**config.mk**
```make
export PLATFORM = sky130hd
export DESIGN_NAME = cpu_ctrl_fsm
export DESIGN_NICKNAME = d
export VERILOG_FILES = /design/src/rtl/cpu_ctrl_pkg.sv /design/src/rtl/cpu_ctrl_fsm.sv
export SDC_FILE = /design/constraint.sdc
export NUM_CORES = 1
export LEC_CHECK = 0
export BUFFER_PORTS_ARGS = -buffer_cell sky130_fd_sc_hd__buf_2
export CORE_AREA = 3 3 40 42
export DETAILED_ROUTE_END_ITERATION = 16
export DIE_AREA = 0 0 43 45
export PLACE_DENSITY = 0.54
export SLEW_MARGIN = 5
export SYNTH_ARGS = -nofsm -noshare
export SYNTH_HDL_FRONTEND = slang
export SYNTH_SLANG_ARGS = --single-unit
```
**constraint.sdc**
```tcl
create_clock -name clk -period 1.3 [get_ports clk]
set_input_delay 0.26 -clock clk [delete_from_list [all_inputs] [get_ports clk]]
set_output_delay 0.26 -clock clk [all_outputs]
set_load 0.02 [all_outputs]
```
**src/rtl/cpu_ctrl_pkg.sv**
```systemverilog
// cpu_ctrl_pkg: shared definitions for the RISC datapath controller.
//   state_t      - 3-bit controller state encoding (also exported on state_o)
//   OP_* / ALU_* / MOV_* - instruction field codes for IR[15:13] / IR[12:11]
//   NSEL_*       - one-hot register-file address selects
//   VSEL_*       - writeback mux selects
//   decode_next  - state following DECODE for a given {opcode, op}
package cpu_ctrl_pkg;

    typedef enum logic [2:0] {
        S_WAIT      = 3'd0,
        S_DECODE    = 3'd1,
        S_GET_A     = 3'd2,
        S_GET_B     = 3'd3,
        S_ALU       = 3'd4,
        S_WRITE_REG = 3'd5,
        S_WRITE_IMM = 3'd6
    } state_t;

    localparam logic [2:0] OP_MOV  = 3'b110;
    localparam logic [2:0] OP_ALU  = 3'b101;

    localparam logic [1:0] ALU_ADD = 2'b00;
    localparam logic [1:0] ALU_CMP = 2'b01;
    localparam logic [1:0] ALU_AND = 2'b10;
    localparam logic [1:0] ALU_MVN = 2'b11;
    localparam logic [1:0] MOV_IMM = 2'b10;
    localparam logic [1:0] MOV_REG = 2'b00;

    localparam logic [2:0] NSEL_NONE = 3'b000;
    localparam logic [2:0] NSEL_RN   = 3'b100;
    localparam logic [2:0] NSEL_RD   = 3'b010;
    localparam logic [2:0] NSEL_RM   = 3'b001;

    localparam logic [1:0] VSEL_C     = 2'b00;
    localparam logic [1:0] VSEL_ZERO  = 2'b01;
    localparam logic [1:0] VSEL_IMM   = 2'b10;
    localparam logic [1:0] VSEL_MDATA = 2'b11;

    // S_WAIT doubles as "unsupported instruction".
    function automatic state_t decode_next(input logic [2:0] opcode, input logic [1:0] op);
        state_t nxt;
        nxt = S_WAIT;
        if (opcode == OP_MOV && op == MOV_IMM)      nxt = S_WRITE_IMM;
        else if (opcode == OP_MOV && op == MOV_REG) nxt = S_GET_B;
        else if (opcode == OP_ALU) begin
            if (op == ALU_MVN) nxt = S_GET_B;   // single-operand: no Rn fetch
            else               nxt = S_GET_A;
        end
        return nxt;
    endfunction

endpackage

```
**src/rtl/cpu_ctrl_fsm.sv**
```systemverilog
// cpu_ctrl_fsm: Moore controller sequencing one instruction at a time
// through the register file / A,B,C registers / ALU / status datapath.
//   clk, reset      - rising-edge clock, async active-high reset to WAIT
//   s               - start request, only looked at in WAIT
//   opcode, op      - decoded IR fields, held stable by the caller while busy
//   w               - idle/ready
//   nsel, vsel      - register address select (one-hot) and writeback mux
//   loada/b/c, loads, write, asel, bsel - datapath strobes
//   illegal         - registered one-cycle pulse on an unsupported instruction
//   state_o         - current state for debug
module cpu_ctrl_fsm
    import cpu_ctrl_pkg::*;
#(
    parameter bit ILLEGAL_TRAP = 1'b1
) (
    input  logic       clk,
    input  logic       reset,
    input  logic       s,
    input  logic [2:0] opcode,
    input  logic [1:0] op,
    output logic       w,
    output logic [2:0] nsel,
    output logic [1:0] vsel,
    output logic       loada,
    output logic       loadb,
    output logic       asel,
    output logic       bsel,
    output logic       loadc,
    output logic       loads,
    output logic       write,
    output logic       illegal,
    output logic [2:0] state_o
);

    state_t state, state_nxt;
    logic   illegal_nxt;
    logic   is_cmp, zero_a;

    always_ff @(posedge clk or posedge reset) begin
        if (reset) begin
            state   <= S_WAIT;
            illegal <= 1'b0;
        end else begin
            state   <= state_nxt;
            illegal <= illegal_nxt;
        end
    end

    // ALU-stage qualifiers read the live IR fields; the caller keeps them stable.
    assign is_cmp = (opcode == OP_ALU) && (op == ALU_CMP);
    assign zero_a = ((opcode == OP_MOV) && (op == MOV_REG)) ||
                    ((opcode == OP_ALU) && (op == ALU_MVN));

    always_comb begin
        state_nxt   = state;
        illegal_nxt = 1'b0;
        w           = 1'b0;
        nsel        = NSEL_NONE;
        vsel        = VSEL_C;
        loada       = 1'b0;
        loadb       = 1'b0;
        asel        = 1'b0;
        bsel        = 1'b0;
        loadc       = 1'b0;
        loads       = 1'b0;
        write       = 1'b0;
        case (state)
            S_WAIT: begin
                w = 1'b1;
                if (s) state_nxt = S_DECODE;
            end
            S_DECODE: begin
                state_nxt   = decode_next(opcode, op);
                illegal_nxt = ILLEGAL_TRAP && (state_nxt == S_WAIT);
            end
            S_WRITE_IMM: begin
                nsel      = NSEL_RN;
                vsel      = VSEL_IMM;
                write     = 1'b1;
                state_nxt = S_WAIT;
            end
            S_GET_A: begin
                nsel      = NSEL_RN;
                loada     = 1'b1;
                state_nxt = S_GET_B;
            end
            S_GET_B: begin
                nsel      = NSEL_RM;
                loadb     = 1'b1;
                state_nxt = S_ALU;
            end
            S_ALU: begin
                loadc     = 1'b1;
                asel      = zero_a;
                loads     = is_cmp;
                state_nxt = is_cmp ? S_WAIT : S_WRITE_REG;
            end
            S_WRITE_REG: begin
                nsel      = NSEL_RD;
                vsel      = VSEL_C;
                write     = 1'b1;
                state_nxt = S_WAIT;
            end
            default: state_nxt = S_WAIT;
        endcase
    end

    assign state_o = state;

endmodule
```
==> flow_summary.ini <==
[routing]
firstDrtPassIters = 2
dr_total_vias = 455
wl_um = 1114
ant_nets = 0
drc_errors = 0
wire_per_inst_um = 11.14
drtIter0Drc = 2
viasPerCell = 4.550

[place]
dp_cells = 89
port_buffers = 22
dpl_worst_slack_ns = -0.1156
gp_congestion = 0.7796
place_hpwl_um = 782.4

[critical_path]
crit_type = flip-flop to output pin
timing.rr.start = state_o[0]
cp-startpoint = state_o[0]
cp_max_fo = 4
critPathArrivalTime_ns = 1.32
reg2reg_slack_ns = 0.01
required_ns = 1.04
worstSetupEndpointType = output pin
startpoint_type = flip-flop

[power_and_ir_drop]
power.switching_uw = 678.0
power_density_nw_per_um2 = 2162
ir_worst_vdd_v = 0.0008661
comb_power_share_pct = 74.6
power_frac_seq_pct = 14.2
p_int_uw = 899.3
swShare_pct = 42.99
clockPowerShare_pct = 11.2
power_leakage_nw = 0.3770

[cells_and_area]
synthToLayoutAreaGrowth_pct = 120.8
ff_latch_area_um2 = 101.3
final_util_pct = 56.77
final_cell_mix = buf_4, buf_2, buf_6
mostFrequentLayoutCell = buf_4
antenna_cells = 0
fin_nets = 94
multi_input_area_um2 = 234.0
drive_gt1_share_pct = 67.06
post_layout_nonfiller_instances = 100
fillCellCount = 122

[sta]
hold_viol_final = 0
period_share_pct = 121.8
rsz0062_at_grt = yes
setup_viol = 12
fin_crit_ns = 1.584
finalMaxSlewViolations = 0
fmax_mhz = 631.4
tns_ns = -2.267
setup_ws_ns = -0.2839
skew_ns = 0.005513

[die]
io_pins = 25
fp.dieH_um = 45
start_util_pct = 25.71
std_cell_rows = 13
die_w_um = 43
die-area_um2 = 1935
core_um2 = 1285

[global_routing]
grt_pass1_vias = 436
grt_pass1_wl_um = 1773
grt_usage_pct = 12.43
gr-total-overflow = 0
grt_max_degree = 11
antenna_found_initial = 0

[clock_network]
cts_buffer_depth = 2
path_clk_slew_ns = 0.04
cts_tree = done
cts.htree.levels = 1
numCtsBuffers = 3
cts_root_buf = clkbuf_4
clock_sinks = 4
clock_latency_ns = 0.24

[job]
maxCapViolCount = 0

[status]
status = complete, but fails checks
violations = negative setup slack

[synthesis]
syn_area_per_cell_um2 = 7.865
ys_seq_elements = 4
seq_area_frac_synth_pct = 30.30
synthCells = 42
synth.distinct_cells = 27
yosys_warnings = 0
synth_area_um2 = 330.3

[worst_hold_path]
hp-start = s
hp-class = input port to flip-flop
## per-layer routing
metal	wire length, um	global-route usage [%]	up-vias
li1	-	-	231
met2	601	22.46	16
met1	440	12.83	206
met5	0	0	-
met3	57	2.390	2
met4	15	9.036	0
## repair_timing
| action | CTS | global route |
|---|---|---|
| endpoints found under the hold margin | 4 | 0 |
| gates resized for setup | 22 | 5 |
| hold buffers | 1 | 0 |
| endpoints found under the setup margin | 11 | 14 |
| buffers inserted | 6 | 1 |
| pin swaps | 3 | 0 |
## cells in the mapped netlist (all sizes together)
cell | n | area (um^2)
o2111ai | 1 | 8.760
o21ai | 3 | 18.77
nor3 | 2 | 10.01
nand4 | 1 | 6.260
buf | 3 | 22.52
or3b | 1 | 11.26
dfrtp | 4 | 100.1
o311ai | 1 | 8.760
a21boi | 1 | 7.510
a31oi | 1 | 6.260
nand2b | 1 | 6.260
nor2b | 1 | 6.260
nand2 | 1 | 3.750
nor2 | 5 | 18.77
a41o | 1 | 10.01
and2 | 1 | 6.260
nor3b | 1 | 7.510
or2b | 1 | 7.510
o21a | 1 | 7.510
nor4b | 1 | 8.760
and4b | 1 | 10.01
a21oi | 1 | 5.000
conb | 1 | 3.750
and3 | 1 | 6.260
inv | 5 | 18.77
clkbuf | 1 | 3.750
## power by group through the flow
stage	combinational, mW	clock (mW)	sequential [mW]
after detailed placement	0.856	0	0.219
after global placement	0.852	0	0.220
after floorplan	0.444	0	0.305
after global routing	1.26	0.197	0.231
after CTS	1.11	0.182	0.223
final	1.18	0.177	0.223
## metrics by stage
step	hold slack (ns)	power, mW	area, um^2
5_1_grt	0.2652	1.688	729.5
4_1_cts	0.2645	1.510	705.7
3_3_place_gp	0.1487	1.073	563.0
2_1_floorplan	0.02601	0.7494	376.6
6_report	0.2684	1.577	729.5
3_5_place_dp	0.1474	1.076	563.0
## flip-flops by register name, indices dropped and copies added, names as in the netlist
| name | count |
|---|---|
| state_o | 3 |
| illegal | 1 |
## worst paths after layout
kind                               to  cells past startpoint
min in group asynchronous  state_o[0]                      3
max                              asel                      3
min reg2reg                state_o[1]                      2
max in group asynchronous  state_o[2]                      3
min                        state_o[0]                      3
max reg2reg                state_o[0]                      3
## critical path, cell delays in order (launching register included)
cell,delay [ns]
dfrtp_1,0.41
or3b_4,0.44
nor2_4,0.11
buf_6,0.12
## cells by family after synthesis
group | count (synthesis) | share of synthesized area (%)
AO/OA/AOI/OAI | 10 | 21.97
AND/OR/NAND/NOR | 18 | 32.96
other | 1 | 1.135
buffers and inverters | 9 | 13.64
flip-flops | 4 | 30.30
## area by class of cell
class | count | share of cell area [%]
Sequential cell | 4 | 13.89
Multi-Input combinational cell | 30 | 32.08
Clock buffer | 4 | 3.602
Tap cell | 15 | 2.573
Timing Repair Buffer | 42 | 44.60
Inverter | 5 | 3.259
Note: power is estimated with default switching activity, not from simulation.
